File: src/rtl/mdu_pkg.sv
// mdu_pkg: shared types and encodings for the HI/LO multiply/divide unit.
// Contents:
//   mdu_op_t    - MULT/MULTU/DIV/DIVU, bit-compatible with the 2-bit op port
//   mdu_state_t - sequencer states IDLE/CALC/FIX
//   OP_*        - op encodings used by the ID control decode
//   helpers     - signedness / divide classification of an op
package mdu_pkg;

  typedef enum logic [1:0] {
    MULT  = 2'b00,
    MULTU = 2'b01,
    DIV   = 2'b10,
    DIVU  = 2'b11
  } mdu_op_t;

  typedef enum logic [1:0] {
    IDLE = 2'b00,
    CALC = 2'b01,
    FIX  = 2'b10
  } mdu_state_t;

  localparam logic [1:0] OP_MULT  = 2'b00;
  localparam logic [1:0] OP_MULTU = 2'b01;
  localparam logic [1:0] OP_DIV   = 2'b10;
  localparam logic [1:0] OP_DIVU  = 2'b11;

  function automatic logic op_is_signed(input mdu_op_t op);
    return (op == MULT) || (op == DIV);
  endfunction

  function automatic logic op_is_div(input mdu_op_t op);
    return (op == DIV) || (op == DIVU);
  endfunction

endpackage

File: src/rtl/mdu_iter.sv
// mdu_iter: one radix-2 step of the iterative multiply/divide datapath.
// Ports:
//   is_div   in  1      0: shift-add multiply step, 1: restoring divide step
//   part_in  in  WIDTH  product high half (mul) / partial remainder (div)
//   low_in   in  WIDTH  multiplier/product low half (mul) / dividend->quotient (div)
//   b_in     in  WIDTH  multiplicand (mul) / divisor (div)
//   part_out out WIDTH  next part register value
//   low_out  out WIDTH  next low register value
module mdu_iter #(
  parameter int WIDTH = 32
) (
  input  logic             is_div,
  input  logic [WIDTH-1:0] part_in,
  input  logic [WIDTH-1:0] low_in,
  input  logic [WIDTH-1:0] b_in,
  output logic [WIDTH-1:0] part_out,
  output logic [WIDTH-1:0] low_out
);

  logic [WIDTH:0] sum;
  logic [WIDTH:0] shifted;
  logic [WIDTH:0] diff;

  always_comb begin
    // Multiply: add b when the current multiplier LSB is set, then shift the
    // whole {part, low} pair right; the carry lands in the top of part.
    sum     = {1'b0, part_in} + (low_in[0] ? {1'b0, b_in} : '0);
    // Divide: bring the next dividend bit into the partial remainder and try
    // the subtraction at WIDTH+1 bits; bit WIDTH of diff is the borrow.
    shifted = {part_in, low_in[WIDTH-1]};
    diff    = shifted - {1'b0, b_in};

    part_out = sum[WIDTH:1];
    low_out  = {sum[0], low_in[WIDTH-1:1]};
    if (is_div) begin
      if (!diff[WIDTH]) begin
        part_out = diff[WIDTH-1:0];
        low_out  = {low_in[WIDTH-2:0], 1'b1};
      end else begin
        // Remainder stays below the divisor, so the top bit is always zero.
        part_out = shifted[WIDTH-1:0];
        low_out  = {low_in[WIDTH-2:0], 1'b0};
      end
    end
  end

endmodule

File: src/rtl/mul_div_unit.sv
// mul_div_unit: iterative HI/LO multiply/divide unit beside the EX stage.
// Owns HI/LO, serves MTHI/MTLO/MFHI/MFLO and stalls ID while busy.
// Ports:
//   clk      in  1      pipeline clock, rising edge
//   rst      in  1      asynchronous active-low reset
//   start    in  1      issue pulse for MULT/MULTU/DIV/DIVU
//   op       in  2      00 MULT, 01 MULTU, 10 DIV, 11 DIVU
//   op_a     in  WIDTH  rs operand (multiplicand/dividend)
//   op_b     in  WIDTH  rt operand (multiplier/divisor)
//   mthi     in  1      write mt_data to HI (idle only)
//   mtlo     in  1      write mt_data to LO (idle only)
//   mt_data  in  WIDTH  MTHI/MTLO data
//   hilo_rd  in  1      MFHI/MFLO in EX
//   flush    in  1      abort in-flight operation
//   hi, lo   out WIDTH  architectural HI/LO
//   busy     out 1      operation in flight
//   done     out 1      one-cycle pulse after HI/LO take a result
//   stall    out 1      busy & (start | mthi | mtlo | hilo_rd)
module mul_div_unit #(
  parameter int WIDTH = 32
) (
  input  logic             clk,
  input  logic             rst,
  input  logic             start,
  input  logic [1:0]       op,
  input  logic [WIDTH-1:0] op_a,
  input  logic [WIDTH-1:0] op_b,
  input  logic             mthi,
  input  logic             mtlo,
  input  logic [WIDTH-1:0] mt_data,
  input  logic             hilo_rd,
  input  logic             flush,
  output logic [WIDTH-1:0] hi,
  output logic [WIDTH-1:0] lo,
  output logic             busy,
  output logic             done,
  output logic             stall
);
  import mdu_pkg::*;

  localparam int CW = $clog2(WIDTH + 1);

  mdu_state_t       state_reg, state_next;
  logic [CW-1:0]    cnt_reg, cnt_next;
  mdu_op_t          op_reg, op_next;
  logic             sign_a_reg, sign_a_next;
  logic             sign_b_reg, sign_b_next;
  logic             div_zero_reg, div_zero_next;
  logic [WIDTH-1:0] part_reg, part_next;
  logic [WIDTH-1:0] low_reg, low_next;
  logic [WIDTH-1:0] b_reg, b_next;
  logic [WIDTH-1:0] hi_reg, hi_next;
  logic [WIDTH-1:0] lo_reg, lo_next;
  logic             done_reg, done_next;

  logic [WIDTH-1:0]   part_step, low_step;
  logic [2*WIDTH-1:0] prod, prod_fix;
  logic [WIDTH-1:0]   quo_fix, rem_fix;
  mdu_op_t            op_in;
  logic               sa_in, sb_in;

  mdu_iter #(.WIDTH(WIDTH)) u_iter (
    .is_div   (op_is_div(op_reg)),
    .part_in  (part_reg),
    .low_in   (low_reg),
    .b_in     (b_reg),
    .part_out (part_step),
    .low_out  (low_step)
  );

  assign op_in = mdu_op_t'(op);
  assign sa_in = op_is_signed(op_in) & op_a[WIDTH-1];
  assign sb_in = op_is_signed(op_in) & op_b[WIDTH-1];

  // Sign correction of the unsigned core results. For a zero divisor the
  // remainder path holds |op_a|, so the remainder rule restores op_a itself.
  assign prod     = {part_reg, low_reg};
  assign prod_fix = (sign_a_reg ^ sign_b_reg) ? -prod : prod;
  assign quo_fix  = (sign_a_reg ^ sign_b_reg) ? -low_reg : low_reg;
  assign rem_fix  = sign_a_reg ? -part_reg : part_reg;

  always_ff @(posedge clk or negedge rst) begin
    if (!rst) begin
      state_reg    <= IDLE;
      cnt_reg      <= '0;
      op_reg       <= MULT;
      sign_a_reg   <= 1'b0;
      sign_b_reg   <= 1'b0;
      div_zero_reg <= 1'b0;
      part_reg     <= '0;
      low_reg      <= '0;
      b_reg        <= '0;
      hi_reg       <= '0;
      lo_reg       <= '0;
      done_reg     <= 1'b0;
    end else begin
      state_reg    <= state_next;
      cnt_reg      <= cnt_next;
      op_reg       <= op_next;
      sign_a_reg   <= sign_a_next;
      sign_b_reg   <= sign_b_next;
      div_zero_reg <= div_zero_next;
      part_reg     <= part_next;
      low_reg      <= low_next;
      b_reg        <= b_next;
      hi_reg       <= hi_next;
      lo_reg       <= lo_next;
      done_reg     <= done_next;
    end
  end

  always_comb begin
    state_next    = state_reg;
    cnt_next      = cnt_reg;
    op_next       = op_reg;
    sign_a_next   = sign_a_reg;
    sign_b_next   = sign_b_reg;
    div_zero_next = div_zero_reg;
    part_next     = part_reg;
    low_next      = low_reg;
    b_next        = b_reg;
    hi_next       = hi_reg;
    lo_next       = lo_reg;
    done_next     = 1'b0;

    case (state_reg)
      IDLE: begin
        if (start && !flush) begin
          // Issue takes priority over a coincident MTHI/MTLO.
          state_next    = CALC;
          cnt_next      = '0;
          op_next       = op_in;
          sign_a_next   = sa_in;
          sign_b_next   = sb_in;
          div_zero_next = (op_b == '0);
          part_next     = '0;
          low_next      = sa_in ? -op_a : op_a;
          b_next        = sb_in ? -op_b : op_b;
        end else begin
          if (mthi) hi_next = mt_data;
          if (mtlo) lo_next = mt_data;
        end
      end
      CALC: begin
        if (flush) begin
          state_next = IDLE;
        end else begin
          part_next = part_step;
          low_next  = low_step;
          cnt_next  = cnt_reg + 1'b1;
          if (cnt_reg == CW'(WIDTH - 1)) state_next = FIX;
        end
      end
      FIX: begin
        state_next = IDLE;
        if (!flush) begin
          done_next = 1'b1;
          if (op_is_div(op_reg)) begin
            lo_next = div_zero_reg ? '1 : quo_fix;
            hi_next = rem_fix;
          end else begin
            hi_next = prod_fix[2*WIDTH-1:WIDTH];
            lo_next = prod_fix[WIDTH-1:0];
          end
        end
      end
      default: state_next = IDLE;
    endcase
  end

  assign hi    = hi_reg;
  assign lo    = lo_reg;
  assign done  = done_reg;
  assign busy  = (state_reg != IDLE);
  assign stall = busy & (start | mthi | mtlo | hilo_rd);

endmodule

File: config.mk
export PLATFORM = sky130hd
export DESIGN_NAME = mul_div_unit
export DESIGN_NICKNAME = d
export VERILOG_FILES = /design/src/rtl/mdu_pkg.sv /design/src/rtl/mdu_iter.sv /design/src/rtl/mul_div_unit.sv
export SDC_FILE = /design/constraint.sdc
export NUM_CORES = 1
export LEC_CHECK = 0
export BUFFER_PORTS_ARGS = -buffer_cell sky130_fd_sc_hd__buf_4
export CORE_MARGIN = 3
export CORE_UTILIZATION = 55
export CTS_CLUSTER_SIZE = 8
export DETAILED_ROUTE_END_ITERATION = 10
export PLACE_DENSITY = 0.75
export SETUP_SLACK_MARGIN = 0.02
export SYNTH_ARGS = -nofsm -noshare
export SYNTH_HDL_FRONTEND = slang
export SYNTH_SLANG_ARGS = --single-unit
File: constraint.sdc
create_clock -name clk -period 4.41 [get_ports clk]
set_input_delay 0 -clock clk [delete_from_list [all_inputs] [get_ports clk]]
set_output_delay 0 -clock clk [all_outputs]
set_load 0.02 [all_outputs]
== Word level (Yosys, flattened, before mapping) ==
Index checks and enable logic that the tools add are counted.
Word-level totals
  register bits: 174
  input port bits: 105
  output and inout port bits: 67
  logic and storage cells: 91
Operators by class
  $add $sub $neg: 8
  equal/unequal tests: 13
  mux-type cells: 36
  bitwise operators: 7
  reductions and logical operators: 15
Operators by type and width (number)
  32-bit two-way mux: 21
  32-bit case mux with 2 select lines: 4
  32-bit negator: 4
  64-bit two-way mux: 1
  64-bit negator: 1
  32-bit by 33-bit adder with 33-bit output: 1
  33-bit by 32-bit subtractor with 33-bit output: 1
  32-bit zero test: 1
  6-bit two-way mux: 2
  2-bit inequality test (second input constant): 6
  6-bit case mux with 2 select lines: 1
  2-bit equality test (second input constant): 4
  4-bit AND reduction: 2
  6-bit by 1-bit adder with 6-bit output (second input constant): 1
  6-bit by 5-bit equality test with 1-bit output (second input constant): 1
  2-bit two-way mux: 3
  2-bit nonzero test: 3
  2-bit zero test: 2
  2-bit case mux with 2 select lines: 1
  2-bit AND reduction: 2
  1-bit bitwise AND: 3
  1-bit two-way mux: 3
  3-bit inequality test (second input constant): 1
  1-bit OR: 3
  other kinds (6): 7

== Depth between registers and ports, before layout ==
Gate-level depths: netlist (run 1).
  depth after elaboration: 6
  depth in mapped cells: 15
  gate-level depth less buffers: 14

== By module ==
A second synthesis (run 1) with hierarchy kept.
Second synthesis, totals
  cells, all modules: 1957
  area, all modules: 15182.1 µm²
Modules (own cells, without submodules)
  mul_div_unit: instances 1, cells each 1274, area each 10472.5 µm², seq. area each 4329.2 µm²
  mdu_iter: instances 1, cells each 683, area each 4709.5 µm², seq. area each 0.0 µm²

== Worst setup path before layout (run 1) ==
No wires, ideal clock.
  kind: flip-flop to flip-flop
  from: register low_reg[0]
  to: register hi_reg[22], in the netlist hi[22]
  setup time: 0.131 ns
  data arrival time: 3.347 ns
  setup slack: 0.933 ns
  stages on the path, launching flop included: 14
  buffers on the path: 1
  cells stage by stage: dfrtp_1 > inv_1 > clkbuf_1 > ha_1 > or4b_4 > nand4bb_4 > or4b_4 > nor3b_4 > nor3_2 > o41a_1 > xnor2_1 > nand2_1 > o21ai_2 > o21ai_1
On the way
  word-level cells in the longest chain between the ends: 5
RTL lines
  start: declaration: line mul_div_unit.sv:50  | logic [WIDTH-1:0] low_reg, low_next;
  start signal: assignment: line mul_div_unit.sv:104  | low_reg <= low_next;
  64-bit negator: line mul_div_unit.sv:78  | assign prod_fix = (sign_a_reg ^ sign_b_reg) ? -prod : prod;
  64-bit two-way mux: line mul_div_unit.sv:78
  32-bit two-way mux: line mul_div_unit.sv:158  | if (op_is_div(op_reg)) begin
  32-bit two-way mux: line mul_div_unit.sv:156  | if (!flush) begin
  32-bit case mux with 2 select lines: line mul_div_unit.sv:126  | case (state_reg)
  end signal: assignment: line mul_div_unit.sv:106  | hi_reg <= hi_next;
  end: declaration: line mul_div_unit.sv:52  | logic [WIDTH-1:0] hi_reg, hi_next;
No other way between the ends. The select of a mux whose other input is x is not followed.
A chain may end at the register's enable or synchronous reset.

== Worst setup path in the final report (run 1) ==
  from: register low_reg[0]
  to: register part_reg[29]
On the way
  word-level cells in the longest chain between the ends: 5
RTL lines
  32-bit two-way mux: line mdu_iter.sv:27  | sum = {1'b0, part_in} + (low_in[0] ? {1'b0, b_in} : '0);
  32-bit by 33-bit adder with 33-bit output: line mdu_iter.sv:27
  32-bit two-way mux: line mdu_iter.sv:35  | if (is_div) begin
  32-bit two-way mux: line mul_div_unit.sv:145  | if (flush) begin
  32-bit case mux with 2 select lines: line mul_div_unit.sv:126
  end signal: assignment: line mul_div_unit.sv:103  | part_reg <= part_next;
  end: declaration: line mul_div_unit.sv:49  | logic [WIDTH-1:0] part_reg, part_next;
No other way between the ends. The select of a mux whose other input is x is not followed.

==> out/summary.txt, run 1 <==
Tcrit/Tclk final: 0.907
I/O pin total: 172
Hold Crit Class: input pin to flop
Worst slew pin tran: 1210 ps
Nets: 2195
#FFs+latches synth: 173
Crit-path max cell delay: 480 ps
Setup_tns: 0 ps
CTS max path bufs: 2
Most common cell in the synthesized netlist: nand2_1
Flop pwr share: 0.239
Largest cells by area after synthesis: dfrtp_1, o21ai_0, xnor2_1
Layout cells sized above 1: 0.135
Fmax: 0.250 GHz
Clock Power Share: 0.152
Site row count: 57
Reg2reg start: low_reg[0]
Vias in the first global route: 13600
I/O Buffers: 171
Tmin final: 4000 ps
Crit-path most repeated cell: o21ai_1
Die X: 166 um
Peak supply drop: 0.000323 V
Register area share after synthesis: 0.308
Headroom to the max-slew limit: 0.190
Cts bufs inserted: 17
Fin Hold WS: 7.46 ps
Cells along the critical path: and2_1 > ha_1 > inv_1 > fa_1 > nand2b_1 > a21oi_1 > o21ai_1 > or3_1 > a31oi_1 > o21ai_1 > o31a_1 > o21ai_0 > xor2_1 > a221o_1
Area leader, netlist: dfrtp_1
Critical Path Source Type: flop
Leak: 8.04 nW
Post-route ant nets: 0
DRC: 0
Die Ht: 166 um
Core Area: 24700 um2
Crit path capture type: flop
Final Hold Violating Endpoints: 0
Initial DRC count: 1774
Asr flop ratio synth: 1.00
Cell Pwr Density: 600 nW/um2
Clk sinks: 173
Total power: 10.5 mW
Netlist cell types: 74
DR vias/cell: 6.18
Proportion of netlist area held by the largest area contributor: 0.308
CP top delay family: compound AO/OA/AOI/OAI gates
Syn Nets: 1948
Post-Layout Cell Count: 2356
Gate power share: 0.608
Hold path start: op_a[12]
R2R Path End: part_reg[29]
Mapped Cells: 1772
Postcts setup bufs: 0
Synth Area per Inst: 7.93 um2
Critical path's slowest cell: dfrtp_1
Diode count: 0
Status: finished, final reports clean
GRT Overall Usage: 0.332
Critical path class: flop to flop
Root Buffer: clkbuf_16
Initial DRT Pass Iterations: 6
Post-Syn Area: 14100 um2
Hold Path Sink: low_reg[12]
Internal power: 5.38 mW
Worst Skew: 21.1 ps
Synth top cells by count: nand2_1, o21ai_0, dfrtp_1, a21oi_1, nor2_1
Area added between synthesis and finish: 24.2%
CP bufs+invs: 1
Core Util, Final: 0.705
R2R cell count: 14
Cells on Worst Hold Path: 4
GRT overflow: 0
Initial antenna violation count: 0
Setup violators final: 0
Number of instances in the placed design: 2222
Post-synth EDFFs: 0
Slew Viols, Final: 0
Maxcap violations: 0
Die footprint: 27500 um2
Unrepaired setup endpoints after global routing: no
Largest net degree at the start of global routing: 94
WL/cell: 20.2 um
Post-synth top flop: dfrtp_1
Net load switching power: 5.10 mW
H-tree Lvls: 4
Total of warnings raised by yosys: 0
Placer Congestion: 0.960
CTS tree: yes
Fill cells: 2004
Reg clk slew, reported paths: 80 ps
Clock Latency Late Sink: 450 ps
Final WL: 47600 um
Critical Path AT: 4330 ps
Starting Density: 0.568
CP required: 4740 ps
DR vias: 14600
Post-DP HPWL: 35000 um
First-pass GRT wire length: 74300 um
R2R setup slack: 410 ps
Switching Fraction: 0.487
Peak fanout along the critical path: 6
power by group through the flow:
stage | registers (mW) | clock network, mW | logic (mW)
after floorplan | 2.52 | 0 | 4.11
after global placement | 2.50 | 0 | 6.00
after detailed placement | 2.51 | 0 | 6.08
after CTS | 2.48 | 1.60 | 6.20
after global routing | 2.56 | 1.67 | 6.88
final | 2.51 | 1.60 | 6.38
repair_timing:
item                                    in CTS  in global routing
hold endpoints to repair                   214                  0
hold buffers                               102                  0
endpoints found under the setup margin       0                  7
gates resized for setup                      0                  1
layout make-up:
type	count	area, um2	share of cell area
inverters	62	233	0.0133
multi-input cells	1445	9180	0.526
repair buffers	320	2690	0.154
clock buffers	17	425	0.0244
clock inverters	15	201	0.0115
flip-flops and latches	173	4330	0.248
well taps	324	405	0.0232
cell usage in the layout, fill, tap and decap left out, types with 61 or more instances in the layout:
cell type	count
buf_4	215
ha_1	69
nor2_1	128
dlygate4sd3_1	102
dfrtp_1	172
inv_1	61
a21oi_1	147
nand2_1	228
xnor2_1	97
xor2_1	82
o21ai_0	195
worst register-to-register path: stages (launching register included):
cell and delay (ps):
dfrtp_1 480, and2_1 180, ha_1 200, inv_1 70, fa_1 390, nand2b_1 180, a21oi_1 230, o21ai_1 160
or3_1 380, a31oi_1 260, o21ai_1 250, o31a_1 420, o21ai_0 260, xor2_1 110, a221o_1 320
per-layer routing:
layer  up-vias  share of wire  GRT usage
met5         -              0          0
met4         0          0.024     0.0839
met3        79           0.10     0.0745
met2       770           0.43      0.491
met1      6886           0.45      0.494
li1       6825              -          -
worst max-delay path by stage:
| stage | from | to | slack [ps] | depth (start not counted) |
|---|---|---|---|---|
| after floorplan | low_reg[0] | hi[22] | 930 | 13 |
| after global placement | low_reg[31] | part_reg[15] | 380 | 14 |
| after detailed placement | low_reg[31] | part_reg[20] | 290 | 14 |
| after CTS | low_reg[31] | part_reg[28] | 270 | 14 |
| after global routing | low_reg[31] | part_reg[28] | 200 | 14 |
| final | low_reg[0] | part_reg[29] | 410 | 14 |
through the flow:
step	area (um2)	setup WS, ps
2_1_floorplan	14100	933
3_3_place_gp	15800	383
3_5_place_dp	15800	292
4_1_cts	17400	267
5_1_grt	17500	197
6_report	17500	409
logic make-up after synthesis:
kind of cell	after synthesis	share of synthesized area
buffers and inverters	154	0.0421
xor gates and xnor gates	181	0.113
and+or+nand+nor	548	0.184
DFF	173	0.308
AOI/OAI and AO/OA	587	0.247
muxes	58	0.0417
adders and majority gates	71	0.0643
No activity file was read; power rests on OpenSTA's default activity.
==> inputs of run 2 (changes only) <==
- CORE_MARGIN: 3 -> default
==> out/summary.txt, run 2 (synthesized netlist as in run 1, its figures left out) <==
Crit path capture type: flop
R2R setup slack: 550 ps
Vias in the first global route: 13300
Failing checks: DRC
Area added between synthesis and finish: 22.8%
Initial antenna violation count: 0
Root Buffer: clkbuf_16
DR vias/cell: 6.15
DRC: 2
Post-DP HPWL: 34100 um
Fin area: 17300 um2
Register area: 4330 um2
Critical Path Source Type: flop
R2R Path End: part_reg[30]
Peak fanout along the critical path: 31
Setup_tns: 0 ps
Fin Hold WS: 16.5 ps
CP required: 4740 ps
Status: finished with violations
Setup violators final: 0
Die X: 162 um
GRT overflow: 0
Maxcap violations: 0
H-tree Lvls: 4
Largest net degree at the start of global routing: 100
Crit path from: low_reg[0]
Clock Power Share: 0.151
Most frequent cells in the layout: nand2_1, buf_4, o21ai_0, dfrtp_1, a21oi_1
Postcts setup bufs: 0
Core Area: 25100 um2
Worst setup slack after layout: 548 ps
Unrepaired setup endpoints after global routing: no
CTS tree: yes
Hold Buf Count CTS: 99
I/O Buffers: 171
Cts bufs inserted: 17
Initial DRC count: 1767
# resized after CTS: 0
Cell Pwr Density: 592 nW/um2
R2R cell count: 15
Tcrit/Tclk final: 0.876
Internal power: 5.25 mW
Net load switching power: 4.95 mW
Slew Viols, Final: 0
Most common cell after layout, fill and taps aside: nand2_1
Gate power share: 0.591
Worst slew pin tran: 1250 ps
Worst Skew: 14.3 ps
Site row count: 58
Post-Layout Cell Count: 2341
Tmin final: 3860 ps
I/O pin total: 172
Reg clk slew, reported paths: 80 ps
Clk sinks: 173
Diode count: 0
Leak: 7.93 nW
Core Util, Final: 0.687
Final Hold Violating Endpoints: 0
Starting Density: 0.560
First-pass GRT wire length: 72400 um
Clock Latency Late Sink: 450 ps
Placer Congestion: 0.987
Placed cell area: 15700 um2
Critical Path AT: 4190 ps
Reg2reg start: low_reg[0]
Number of instances in the placed design: 2210
Nets: 2174
Multi-input gate area: 9170 um2
DR vias: 14400
CP endpoint: part_reg[30]
Setup Slack @ Placement: 628 ps
Fmax: 0.259 GHz
CTS max path bufs: 2
Total power: 10.2 mW
Switching Fraction: 0.485
Die Ht: 162 um
Headroom to the max-slew limit: 0.162
WL/cell: 19.8 um
Hold Crit Class: input pin to flop
Peak supply drop: 0.000320 V
Layout cells sized above 1: 0.128
GRT Overall Usage: 0.354
Post-route ant nets: 0
Fill cells: 2093
Critical path class: flop to flop
Die footprint: 26200 um2
Initial DRT Pass Iterations: 8
Flop pwr share: 0.258
Final WL: 46500 um
## run 2: changes by cell type in the layout (fill, tap and decap cells not counted), sizes merged
cell	before	now
clkbuf	17	18
buf	218	200
dlygate4sd3	102	99
inv	68	67
## run 2: final cells by class
cell class                      count  share of cell area
Clock inverter                     14             0.00870
Inverter                           62              0.0135
Timing Repair Buffer              299               0.146
Multi-Input combinational cell   1445               0.531
Clock buffer                       18              0.0255
Sequential cell                   173               0.251
Tap cell                          330              0.0239
## run 2: worst min path at each step
stage | start | cells after the start | to | slack [ps]
6_report | op_a[11] | 4 | low_reg[11] | 20
5_1_grt | op_a[28] | 4 | low_reg[28] | 40
4_1_cts | op_a[28] | 4 | low_reg[28] | 1
3_5_place_dp | rst | 1 | part_reg[30] | 170
3_3_place_gp | rst | 1 | part_reg[30] | 170
2_1_floorplan | rst | 0 | b_reg[0] | -300
## run 2: per-layer routing
layer	share of wire	wire [um]	global-route usage
met5	0	0	0
met4	0.028	1310	0.117
met3	0.089	4140	0.0518
met2	0.43	19700	0.522
met1	0.46	21300	0.527
## run 2: worst max-delay path: stages (launching register included)
cell and delay, ps:
dfrtp_1 460, inv_1 110, buf_4 340, nor2_1 100
ha_1 360, a2111oi_0 450, o31a_1 250, nor3_1 90
o31ai_1 260, buf_4 190, o22a_1 260, nor2b_1 300
o21ai_0 160, xor2_1 160, a22oi_1 160, o21ai_0 100
## run 2: power groups by stage
stage | Sequential (mW) | Combinational [mW] | Clock [mW]
final | 2.63 | 6.03 | 1.54
after global routing | 2.67 | 6.52 | 1.61
after CTS | 2.60 | 5.88 | 1.55
after detailed placement | 2.63 | 5.76 | 0
after global placement | 2.60 | 5.69 | 0
after floorplan | 2.52 | 4.11 | 0
